[src/rtl/lzma_stream_arbiter_if.sv]
// lzma_stream_arbiter_if: requester, compressor and framed-output signals of the stream arbiter.
// The master modport is the arbiter's view; slave is the surrounding requesters/compressor/sink.
interface lzma_stream_arbiter_if #(parameter int NCH = 2);
    localparam int CHW = ($clog2(NCH) > 1) ? $clog2(NCH) : 1;
    logic [NCH-1:0]   s_ready;
    logic [NCH-1:0]   s_valid;
    logic [NCH-1:0]   s_last;
    logic [NCH*8-1:0] s_data;
    logic             c_ready;
    logic             c_valid;
    logic             c_last;
    logic [7:0]       c_data;
    logic             c_ovalid;
    logic [7:0]       c_odata;
    logic             c_oend;
    logic             o_valid;
    logic [7:0]       o_data;
    logic             o_end;
    logic [CHW-1:0]   o_chan;
    logic             err;
    modport master (
        output s_ready, c_valid, c_last, c_data, o_valid, o_data, o_end, o_chan, err,
        input  s_valid, s_last, s_data, c_ready, c_ovalid, c_odata, c_oend
    );
    modport slave (
        input  s_ready, c_valid, c_last, c_data, o_valid, o_data, o_end, o_chan, err,
        output s_valid, s_last, s_data, c_ready, c_ovalid, c_odata, c_oend
    );
endinterface

[src/rtl/lzma_stream_arbiter.sv]
// lzma_stream_arbiter: round-robin whole-stream sharing of one LZMA compressor among NCH requesters.
// Define LZMA_HDR_EN to prepend the 13-byte LZMA file header to every granted stream.
module lzma_stream_arbiter #(parameter int NCH = 2) (
    input  logic                 clk,
    input  logic                 rst,
    lzma_stream_arbiter_if.master bus
);
    localparam int CHW = ($clog2(NCH) > 1) ? $clog2(NCH) : 1;
    localparam logic [1:0] IDLE  = 2'd0;
    localparam logic [1:0] RUN   = 2'd2;
    localparam logic [1:0] DRAIN = 2'd3;
`ifdef LZMA_HDR_EN
    localparam logic [1:0] HDR   = 2'd1;
    localparam logic [7:0] HDR_BYTES [13] = '{8'h5E, 8'h00, 8'h00, 8'h02, 8'h00, 8'hFF, 8'hFF,
                                              8'hFF, 8'hFF, 8'hFF, 8'hFF, 8'hFF, 8'hFF};
    logic [3:0]     hcnt_q, hcnt_d;
`endif
    logic [1:0]     state_q, state_d;
    logic [CHW-1:0] rr_q, rr_d, gnt_q, gnt_d, pick, cand;
    logic [CHW-1:0] o_chan_q, o_chan_d;
    logic [7:0]     o_data_q, o_data_d, sel_data;
    logic           o_valid_q, o_valid_d, o_end_q, o_end_d, err_q, err_d;
    logic           hs_last;
    // First requesting channel at or after rr_q, wrapping; lowest offset wins.
    always_comb begin
        pick = rr_q;
        cand = rr_q;
        for (int i = NCH - 1; i >= 0; i--) begin
            cand = CHW'((int'(rr_q) + i) % NCH);
            pick = bus.s_valid[cand] ? cand : pick;
        end
    end
    always_comb begin
        sel_data = '0;
        for (int k = 0; k < NCH; k++)
            sel_data = (CHW'(k) == gnt_q) ? bus.s_data[k*8 +: 8] : sel_data;
    end
    assign bus.c_valid = (state_q == RUN) & bus.s_valid[gnt_q];
    assign bus.c_last  = bus.s_last[gnt_q];
    assign bus.c_data  = sel_data;
    assign bus.s_ready = (state_q == RUN) ? (NCH'(bus.c_ready) << gnt_q) : '0;
    assign hs_last     = bus.c_valid & bus.c_ready & bus.c_last;
    always_comb begin
        state_d   = state_q;
        rr_d      = rr_q;
        gnt_d     = gnt_q;
        o_valid_d = 1'b0;
        o_end_d   = 1'b0;
        o_data_d  = o_data_q;
        o_chan_d  = o_chan_q;
        err_d     = err_q;
`ifdef LZMA_HDR_EN
        hcnt_d    = hcnt_q;
`endif
        case (state_q)
            IDLE: begin
                err_d   = err_q | bus.c_ovalid | bus.c_oend;
                gnt_d   = (|bus.s_valid) ? pick : gnt_q;
`ifdef LZMA_HDR_EN
                state_d = (|bus.s_valid) ? HDR : IDLE;
`else
                state_d = (|bus.s_valid) ? RUN : IDLE;
`endif
            end
`ifdef LZMA_HDR_EN
            HDR: begin
                err_d     = err_q | bus.c_ovalid | bus.c_oend;
                o_valid_d = 1'b1;
                o_data_d  = HDR_BYTES[hcnt_q];
                o_chan_d  = gnt_q;
                hcnt_d    = (hcnt_q == 4'd12) ? 4'd0 : hcnt_q + 4'd1;
                state_d   = (hcnt_q == 4'd12) ? RUN : HDR;
            end
`endif
            default: begin
                o_valid_d = bus.c_ovalid;
                o_data_d  = bus.c_odata;
                o_end_d   = bus.c_oend;
                o_chan_d  = gnt_q;
                if (state_q == RUN) begin
                    err_d   = err_q | bus.c_oend;
                    state_d = hs_last ? DRAIN : RUN;
                end else if (bus.c_oend) begin
                    rr_d    = (gnt_q == CHW'(NCH - 1)) ? '0 : gnt_q + 1'b1;
                    state_d = IDLE;
                end
            end
        endcase
    end
    always_ff @(posedge clk or posedge rst) begin
        if (rst) begin
            state_q   <= IDLE;
            rr_q      <= '0;
            gnt_q     <= '0;
            o_valid_q <= 1'b0;
            o_data_q  <= '0;
            o_end_q   <= 1'b0;
            o_chan_q  <= '0;
            err_q     <= 1'b0;
`ifdef LZMA_HDR_EN
            hcnt_q    <= '0;
`endif
        end else begin
            state_q   <= state_d;
            rr_q      <= rr_d;
            gnt_q     <= gnt_d;
            o_valid_q <= o_valid_d;
            o_data_q  <= o_data_d;
            o_end_q   <= o_end_d;
            o_chan_q  <= o_chan_d;
            err_q     <= err_d;
`ifdef LZMA_HDR_EN
            hcnt_q    <= hcnt_d;
`endif
        end
    end
    assign bus.o_valid = o_valid_q;
    assign bus.o_data  = o_data_q;
    assign bus.o_end   = o_end_q;
    assign bus.o_chan  = o_chan_q;
    assign bus.err     = err_q;
endmodule

[src/flat_wrapper.sv]
// flat-port wrapper written by rule: the top's interface ports become plain ports
module lzma_stream_arbiter_flat 
#(parameter int NCH = 2)
  (clk, rst, bus_s_ready, bus_c_valid, bus_c_last, bus_c_data, bus_o_valid, bus_o_data, bus_o_end, bus_o_chan, bus_err, bus_s_valid, bus_s_last, bus_s_data, bus_c_ready, bus_c_ovalid, bus_c_odata, bus_c_oend);
  lzma_stream_arbiter_if #(.NCH(NCH)) bus_i ();
  input  logic clk;
  input  logic rst;
  output wire logic [$bits(bus_i.s_ready)-1:0] bus_s_ready;
  output wire logic [$bits(bus_i.c_valid)-1:0] bus_c_valid;
  output wire logic [$bits(bus_i.c_last)-1:0] bus_c_last;
  output wire logic [$bits(bus_i.c_data)-1:0] bus_c_data;
  output wire logic [$bits(bus_i.o_valid)-1:0] bus_o_valid;
  output wire logic [$bits(bus_i.o_data)-1:0] bus_o_data;
  output wire logic [$bits(bus_i.o_end)-1:0] bus_o_end;
  output wire logic [$bits(bus_i.o_chan)-1:0] bus_o_chan;
  output wire logic [$bits(bus_i.err)-1:0] bus_err;
  input wire logic [$bits(bus_i.s_valid)-1:0] bus_s_valid;
  input wire logic [$bits(bus_i.s_last)-1:0] bus_s_last;
  input wire logic [$bits(bus_i.s_data)-1:0] bus_s_data;
  input wire logic [$bits(bus_i.c_ready)-1:0] bus_c_ready;
  input wire logic [$bits(bus_i.c_ovalid)-1:0] bus_c_ovalid;
  input wire logic [$bits(bus_i.c_odata)-1:0] bus_c_odata;
  input wire logic [$bits(bus_i.c_oend)-1:0] bus_c_oend;
  assign bus_s_ready = bus_i.s_ready;
  assign bus_c_valid = bus_i.c_valid;
  assign bus_c_last = bus_i.c_last;
  assign bus_c_data = bus_i.c_data;
  assign bus_o_valid = bus_i.o_valid;
  assign bus_o_data = bus_i.o_data;
  assign bus_o_end = bus_i.o_end;
  assign bus_o_chan = bus_i.o_chan;
  assign bus_err = bus_i.err;
  assign bus_i.s_valid = bus_s_valid;
  assign bus_i.s_last = bus_s_last;
  assign bus_i.s_data = bus_s_data;
  assign bus_i.c_ready = bus_c_ready;
  assign bus_i.c_ovalid = bus_c_ovalid;
  assign bus_i.c_odata = bus_c_odata;
  assign bus_i.c_oend = bus_c_oend;
  lzma_stream_arbiter #(.NCH(NCH)) u_core (.clk(clk), .rst(rst), .bus(bus_i));
endmodule
[config.mk]
export PLATFORM = sky130hd
export DESIGN_NAME = lzma_stream_arbiter_flat
export DESIGN_NICKNAME = d
export VERILOG_FILES = /design/src/rtl/lzma_stream_arbiter_if.sv /design/src/rtl/lzma_stream_arbiter.sv /design/src/flat_wrapper.sv
export SDC_FILE = /design/constraint.sdc
export NUM_CORES = 1
export LEC_CHECK = 0
export CORE_MARGIN = 2
export CORE_UTILIZATION = 34
export DETAILED_ROUTE_END_ITERATION = 12
export HOLD_SLACK_MARGIN = 0.03
export PLACE_DENSITY_LB_ADDON = 0.12
export SLEW_MARGIN = 5
export SYNTH_ARGS = -nofsm -noshare
export SYNTH_HDL_FRONTEND = slang
export SYNTH_SLANG_ARGS = --single-unit
[constraint.sdc]
create_clock -name clk -period 1.9 [get_ports clk]
set_clock_uncertainty 0.1 [all_clocks]
set_input_delay 0.285 -clock clk [delete_from_list [all_inputs] [get_ports clk]]
set_output_delay 0.285 -clock clk [all_outputs]
set_load 0.1 [all_outputs]
## Yosys cells after proc, flatten, opt, wreduce, memory -nomap -nowiden

Index checks and enable logic that the tools add are counted.

- Register bits: 16
- Input port bits: 33
- Logic and storage cells: 51

- Add/sub/neg operators: 2
- Magnitude comparators: 3
- Equal/unequal tests: 1
- Shift-type cells: 1
- Muxes and demuxes: 22
- Bitwise logic cells: 8
- Reduce and logical (&&, ||, !) cells: 6

Operators by type and width:

| operator | number |
|---|---|
| two-way mux 1 bit | 16 |
| two-way mux 2 bit | 5 |
| two-way mux 8 bit | 1 |
| less-than comparator 1 x 2 -> 1 bit (second input constant) | 3 |
| bitwise AND 1 bit | 3 |
| OR 1 bit | 3 |
| AND reduction 3 bit | 1 |
| nonzero test 3 bit | 1 |
| adder 1 bit (second input constant) | 2 |
| == test 2 bit (second input constant) | 1 |
| zero test 2 bit | 1 |
| inverter 1 bit | 2 |
| AND reduction 2 bit | 1 |
| nonzero test 2 bit | 1 |
| OR reduction 2 bit | 1 |
| << shifter 1 x 1 -> 2 bit | 1 |

## Longest topological paths before layout

Gate-level depths: netlist of run 1.

- Word-level depth: 8
- Depth in mapped cells: 5

## Worst setup path after synthesis of run 1

OpenSTA, ideal clock, no wires.

- Path kind: register to output
- From: reg u_core.gnt_q
- To: out bus_s_ready[0]
- Arrival time: 3.815 ns
- Required time: 1.515 ns
- Setup slack: -2.300 ns
- Cell stages (with the launch flop): 4
- Buffers on the path: 2
- Path through: dfrtp_1 buf_6 buf_2 nor4b_1

- Longest elaborated chain between the ends: 2

Ends and longest elaborated chain:

| what | RTL line | RTL |
|---|---|---|
| start: declaration | lzma_stream_arbiter.sv:19 | `logic [CHW-1:0] rr_q, rr_d, gnt_q, gnt_d, pick, cand;` |
| start signal: assignment | lzma_stream_arbiter.sv:106 | `gnt_q <= gnt_d;` |
| << shifter 1 x 1 -> 2 bit | lzma_stream_arbiter.sv:41 | `assign bus.s_ready = (state_q == RUN) ? (NCH'(bus.c_ready) << gnt_q) : '0;` |
| two-way mux 2 bit | lzma_stream_arbiter.sv:41 |  |
| end: declaration | flat_wrapper.sv:8 | `output wire logic [$bits(bus_i.s_ready)-1:0] bus_s_ready;` |

Every way passes these cells.

## Final worst setup path of run 1

- From: reg u_core.gnt_q
- To: out bus_c_valid

- Longest elaborated chain between the ends: 3

Ends and longest elaborated chain:

| what | RTL line | RTL |
|---|---|---|
| two-way mux 1 bit (implied by the code) (2 in series) | lzma_stream_arbiter.sv:38 | `assign bus.c_valid = (state_q == RUN) & bus.s_valid[gnt_q];` |
| bitwise AND 1 bit | lzma_stream_arbiter.sv:38 |  |
| end: declaration | flat_wrapper.sv:9 | `output wire logic [$bits(bus_i.c_valid)-1:0] bus_c_valid;` |

Every way passes these cells. The select of a mux whose other input is x is not followed.

==> flow_summary.yaml, run 1 <==
job:
  cap_viol_max_count: 0
power_and_ir_drop:
  power_density_nw_per_um2: 1756
  share_comb_of_total_power: 0.724
  power_switching_share: 0.5561
  p_leak_nw: 0.6505
  cellInternalPower_mw: 1.167
  total_power_mw: 2.629
  total_switching_power_mw: 1.462
  power.sequential.fraction: 0.216
  vdd.ir_drop.worst_mv: 1.069
  pwr-share-clk: 0.060
die:
  die_outline_width_um: 52.61
  pin_count: 57
  placementRows: 17
  initial_core_utilization: 0.3597
  fp.coreArea_um2: 2233
  design.die.area_um2: 2767
  die_h_um: 52.61
route:
  wl_per_cell_um: 13.36
  drt_first_iter_violations: 2
  vias: 665
  route.detailed.vias_per_inst: 4.716
  drc: 0
  antenna_violating_nets_post_route: 0
  drt-pass1-iter-count: 2
  drt_wl_total_mm: 1.884
min_path:
  hp-class: "in2async"
setup_path:
  worst_setup_path_end_kind: "primary output"
  start_kind: "register"
  worstPathArrival_ns: 1.44
  largest_fanout_on_the_critical_path: 15
  criticalPathCategory: "reg2out"
  ff2ff_path_depth: 2
  worstPathRequired_ns: 1.51
clock_network:
  clockBufferDepth: 2
  tritoncts.num_buffers: 3
  cts_htree_levels: 1
  tritoncts: "yes"
  clock-sinks: 16
  cts_post_setup_buffers_inserted: 0
  hold_buffers: 0
  clock_insertion_delay_worst_skew_ns: 0.27
  clk_root_buffer_cell: "sky130_fd_sc_hd__clkbuf_4"
  clkSlewWorstSetupHoldPaths_ns: 0.08
global_route:
  number_of_global_route_vias_before_repair: 711
  globalRoute.totalOverflow: 0
  grt_max_degree: 17
  first_pass_grt_wire_length_mm: 3.105
  grt_usage: 0.1509
  antenna_found_initial: 0
cells_and_area:
  antenna_cells: 0
  post_route_cells_drive_above_1_share: 0.4425
  syn2layout_area_growth_pct: 86.45
  nFillCells: 182
  nets: 148
yosys:
  ys.warnings.count: 0
  synthDistinctLibCells: 20
  synth_seq_area_share: 0.4984
  synth-seq-cells: 16
  syn-cell-area_um2: 803.3
  total_nets_after_synthesis: 91
  postSynthCellCount: 58
  syn-mean-instance-area_um2: 13.85
sta:
  timing.fmax_ghz: 0.5486
  setup_viol: 0
  final.min_clock_period_ns: 1.823
  hold_viol_final: 0
  timing_max_transition_violations_final: 0
  rsz0062_at_grt: "true"
  timing.max_slew.rel_slack: 0.6204
  share_of_the_clock_period_used_by_the_worst_path: 0.9595
  worst_slew_pin_slew_ns: 0.5688
  timing.setup.tns_ns: 0
place:
  gp_congestion: 0.7259
  port_buffers: 56
  place.detailed.hpwl_mm: 1.531
outcome:
  outcome: "finished clean"
## repair_timing
item                                    4_1_cts  5_1_grt
resized for setup                             1        1
gates cloned                                  0        0
endpoints found under the setup margin       12        5
## state kept, by name, summed over array words and instances, names as in the netlist
name	flops
u_core.rr_q	1
u_core.state_q	2
u_core.bus.o_valid	1
u_core.bus.o_data	8
u_core.bus.o_chan	1
u_core.gnt_q	1
u_core.bus.o_end	1
u_core.bus.err	1
## final timing paths
kind | from | endpoint | slack (ns)
worst min register to register | u_core.bus.err$_DFFE_PP0P_ | u_core.bus.err$_DFFE_PP0P_ | 0.40
min in group clk | u_core.bus.err$_DFFE_PP0P_ | u_core.bus.err$_DFFE_PP0P_ | 0.40
worst min-delay path | rst | u_core.bus.o_data[0]$_DFFE_PP0N_ | 0.27
max in group asynchronous | rst | u_core.gnt_q$_DFFE_PP0P_ | 1.01
worst max-delay path | u_core.gnt_q$_DFFE_PP0P_ | bus_c_valid | 0.08
worst max register to register | u_core.state_q[0]$_DFFE_PP0P_ | u_core.bus.o_data[3]$_DFFE_PP0N_ | 0.35
## synth_stat cells
master / count / area [µm²]
sky130_fd_sc_hd__dfrtp_1: 16 / 400.4
sky130_fd_sc_hd__mux2_2: 11 / 123.9
sky130_fd_sc_hd__mux2_4: 7 / 105.1
sky130_fd_sc_hd__a21oi_1: 3 / 15.01
sky130_fd_sc_hd__buf_6: 3 / 33.78
sky130_fd_sc_hd__a31oi_1: 2 / 12.51
sky130_fd_sc_hd__inv_1: 2 / 7.510
sky130_fd_sc_hd__o21bai_1: 2 / 15.01
sky130_fd_sc_hd__a22oi_1: 1 / 7.510
sky130_fd_sc_hd__a32o_1: 1 / 10.01
sky130_fd_sc_hd__and4b_1: 1 / 10.01
sky130_fd_sc_hd__buf_2: 1 / 5.000
sky130_fd_sc_hd__inv_2: 1 / 3.750
sky130_fd_sc_hd__mux2i_1: 1 / 10.01
sky130_fd_sc_hd__nand2_1: 1 / 3.750
sky130_fd_sc_hd__nor2_1: 1 / 3.750
sky130_fd_sc_hd__nor2_4: 1 / 11.26
sky130_fd_sc_hd__nor2b_1: 1 / 6.260
sky130_fd_sc_hd__nor3_2: 1 / 10.01
sky130_fd_sc_hd__nor4b_1: 1 / 8.760
## final cells by class
class | instances | area (µm²) | area share
Timing Repair Buffer | 56 | 650.6 | 0.4344
Sequential cell | 16 | 404.1 | 0.2698
Multi-Input combinational cell | 35 | 374.1 | 0.2498
Tap cell | 28 | 35.03 | 0.02339
Clock buffer | 3 | 22.52 | 0.01504
Inverter | 3 | 11.26 | 0.007519
## critical path: stages (launching register included)
cell and delay, ns:
sky130_fd_sc_hd__dfrtp_4 0.59, sky130_fd_sc_hd__mux2i_1 0.19, sky130_fd_sc_hd__nor3_4 0.18, sky130_fd_sc_hd__buf_12 0.20
## placed cells by master, fill, tap and decap left out, types with 2 or more instances in the layout
cell type / count
sky130_fd_sc_hd__mux2_4: 7
sky130_fd_sc_hd__buf_12: 12
sky130_fd_sc_hd__o21bai_1: 2
sky130_fd_sc_hd__mux2_2: 11
sky130_fd_sc_hd__buf_4: 12
sky130_fd_sc_hd__clkdlybuf4s50_1: 32
sky130_fd_sc_hd__clkbuf_4: 3
sky130_fd_sc_hd__inv_1: 2
sky130_fd_sc_hd__a21oi_1: 3
sky130_fd_sc_hd__dfrtp_1: 15
sky130_fd_sc_hd__a31oi_1: 2
## metal layers
metal,vias to the layer above,track usage,wire length [µm]
li1,317,-,-
met1,327,0.1849,762
met2,21,0.2688,1010
met3,0,0.05429,111
met4,0,0,0
met5,-,0,0
## metrics by stage
step           cells  hold slack [ns]  utilization  area, µm²  setup slack, ns
6_report         141           0.2663       0.6706       1498          0.07702
5_1_grt          141           0.3212       0.6706       1498        -0.007965
4_1_cts          141           0.2794       0.6695       1495          0.04636
3_5_place_dp     138           0.3728       0.6588       1471           0.1381
3_3_place_gp     138           0.3669       0.6588       1471           0.1695
2_1_floorplan     58          0.09874            -      824.5          -0.2521
## power groups by stage
stage / Combinational (mW) / Clock, mW / Sequential (mW)
2_1_floorplan: 1.07 / 0 / 0.873
3_3_place_gp: 1.91 / 0 / 0.559
3_5_place_dp: 1.91 / 0 / 0.565
4_1_cts: 1.92 / 0.166 / 0.561
5_1_grt: 1.96 / 0.192 / 0.589
6_report: 1.90 / 0.159 / 0.568
## cells by family after synthesis
group,after synthesis,share of synthesized area
muxes,19,0.2975
DFF,16,0.4984
AOI/OAI and AO/OA,9,0.07476
buffers and inverters,7,0.06230
and+or+nand+nor,7,0.06698
(Power assumes the default switching activity.)
==> inputs of run 2 (changes only) <==
Settings changed: ABC_AREA set to 0, CORE_MARGIN 2 to 1.5.
==> flow_summary.yaml, run 2 (synthesis gave the netlist of run 1 again) <==
power_and_ir_drop:
  power_switching_share: 0.5481
  power_density_nw_per_um2: 1768
  vdd.ir_drop.worst_mv: 1.376
  total_power_mw: 2.707
  pwr-share-clk: 0.081
  share_comb_of_total_power: 0.710
  power.sequential.fraction: 0.209
  cellInternalPower_mw: 1.223
  total_switching_power_mw: 1.484
  p_leak_nw: 0.6690
clock_network:
  clkSlewWorstSetupHoldPaths_ns: 0.09
  tritoncts: "yes"
  hold_buffers: 0
  cts_htree_levels: 1
  clock_insertion_delay_worst_skew_ns: 0.28
  clock-sinks: 16
  clk_root_buffer_cell: "sky130_fd_sc_hd__clkbuf_4"
  tritoncts.num_buffers: 3
  clockBufferDepth: 2
sta:
  timing.max_slew.rel_slack: 0.6198
  final_critical_path_setup_slack_ns: 0.05903
  rsz0062_at_grt: "true"
  setup_viol: 0
  share_of_the_clock_period_used_by_the_worst_path: 0.9689
  timing_max_transition_violations_final: 0
  hold_viol_final: 0
  final.min_clock_period_ns: 1.841
  timing.fmax_ghz: 0.5432
  worst_slew_pin_slew_ns: 0.5697
setup_path:
  worstPathRequired_ns: 1.51
  largest_fanout_on_the_critical_path: 14
  cells_along_the_critical_path: "mux2i_1 -> nor3_4 -> buf_12"
  start_kind: "register"
  cpMaxStageDelayCell: "sky130_fd_sc_hd__dfrtp_4"
  timing.rr.start: "u_core.state_q[0]$_DFFE_PP0P_"
  worst_path_dominant_cell_family: "flip-flops"
  slowest_delay_ns: 0.58
  worst_setup_path_end_kind: "primary output"
  critPathBufInv: 1
  criticalPathCategory: "reg2out"
  worstPathArrival_ns: 1.46
  cp-startpoint: "u_core.gnt_q$_DFFE_PP0P_"
place:
  setup_slack_after_placement_ns: 0.1552
  place.detailed.hpwl_mm: 1.508
  port_buffers: 56
  postPlaceCellArea_um2: 1491
  dp.cells: 139
  gp_congestion: 0.7086
die:
  design.die.area_um2: 2663
  die_outline_width_um: 51.61
  fp.coreArea_um2: 2212
  die_h_um: 51.61
  placementRows: 17
  initial_core_utilization: 0.3631
  pin_count: 57
cells_and_area:
  post_route_cells_drive_above_1_share: 0.4522
  final_common_cell: "sky130_fd_sc_hd__clkdlybuf4s50_1"
  largest_reg_flops: 8
  antenna_cells: 0
  final_area_um2: 1531
  post_layout_nonfiller_instances: 143
  layout_common_cells: "32 x sky130_fd_sc_hd__clkdlybuf4s50_1, 15 x sky130_fd_sc_hd__dfrtp_1, 13 x sky130_fd_sc_hd__buf_12"
  nFillCells: 165
  nets: 149
  syn2layout_area_growth_pct: 90.65
  layout.core_utilization: 0.6923
route:
  drt_first_iter_violations: 3
  drt-pass1-iter-count: 3
  drt_wl_total_mm: 1.842
  vias: 674
  antenna_violating_nets_post_route: 0
  route.detailed.vias_per_inst: 4.713
  wl_per_cell_um: 12.88
  drc: 0
global_route:
  antenna_found_initial: 0
  globalRoute.totalOverflow: 0
  groute.layer.met1.usage: 0.1765
  number_of_global_route_vias_before_repair: 666
  grt_usage: 0.1546
  grt.busiest_layer: "met2"
  grt_max_degree: 17
  grt.met3_usage: 0.07184
  groute.layer.met2.usage: 0.2607
  first_pass_grt_wire_length_mm: 2.973
job:
  cap_viol_max_count: 0
min_path:
  hp-class: "in2async"
outcome:
  outcome: "finished clean"
-- run 2: cell types whose count changed in the layout (fill, tap and decap cells not counted) --
cell                       delta
sky130_fd_sc_hd__buf_12       +1
sky130_fd_sc_hd__clkbuf_8     +1
-- run 2: worst paths after layout --
check	end	depth (start not counted)	slack [ns]
max reg2reg	u_core.bus.o_data[6]$_DFFE_PP0N_	2	0.34
min	u_core.bus.o_data[4]$_DFFE_PP0N_	2	0.25
min in group clk	u_core.bus.o_data[5]$_DFFE_PP0N_	1	0.42
max in group asynchronous	u_core.gnt_q$_DFFE_PP0P_	2	1.03
min reg2reg	u_core.bus.o_data[5]$_DFFE_PP0N_	1	0.42
max	bus_c_valid	3	0.06
-- run 2: what timing repair did --
action                                  4_1_cts  5_1_grt
endpoints found under the setup margin       12        7
gates resized for setup                       1        1
buffers inserted                              0        0
-- run 2: per-layer routing --
metal	wire (µm)	vias up
li1	-	323
met1	674	318
met2	980	33
met3	187	0
met4	0	0
met5	0	-
-- run 2: per-stage QoR --
step	TNS (ns)	hold slack (ns)
3_5_place_dp	0	0.3935
5_1_grt	-0.02535	0.3010
4_1_cts	0	0.2690
3_3_place_gp	0	0.3905
6_report	0	0.2492
2_1_floorplan	-0.2521	0.09874
-- run 2: power by group through the flow --
stage	Sequential, mW	Combinational [mW]	Clock (mW)
floorplan	0.873	1.07	0
global placement	0.562	1.92	0
detailed placement	0.566	1.93	0
CTS	0.561	1.94	0.230
global route	0.582	1.97	0.247
finish	0.565	1.92	0.220
-- run 2: cell type report --
cell class	count	area (µm²)	area share
repair buffers	57	670.6	0.4379
flip-flops and latches	16	404.1	0.2639
multi-input cells	35	374.1	0.2443
clock buffers	4	36.28	0.02369
well taps	28	35.03	0.02288
inverters	3	11.26	0.007353
-- run 2: worst reg2reg max path, delay by kind of cell, from the launching register on --
family           cells  cell delay (ns)
flip-flops           1             0.55
multiplexers         1             0.40
AND/OR/NAND/NOR      1             0.41
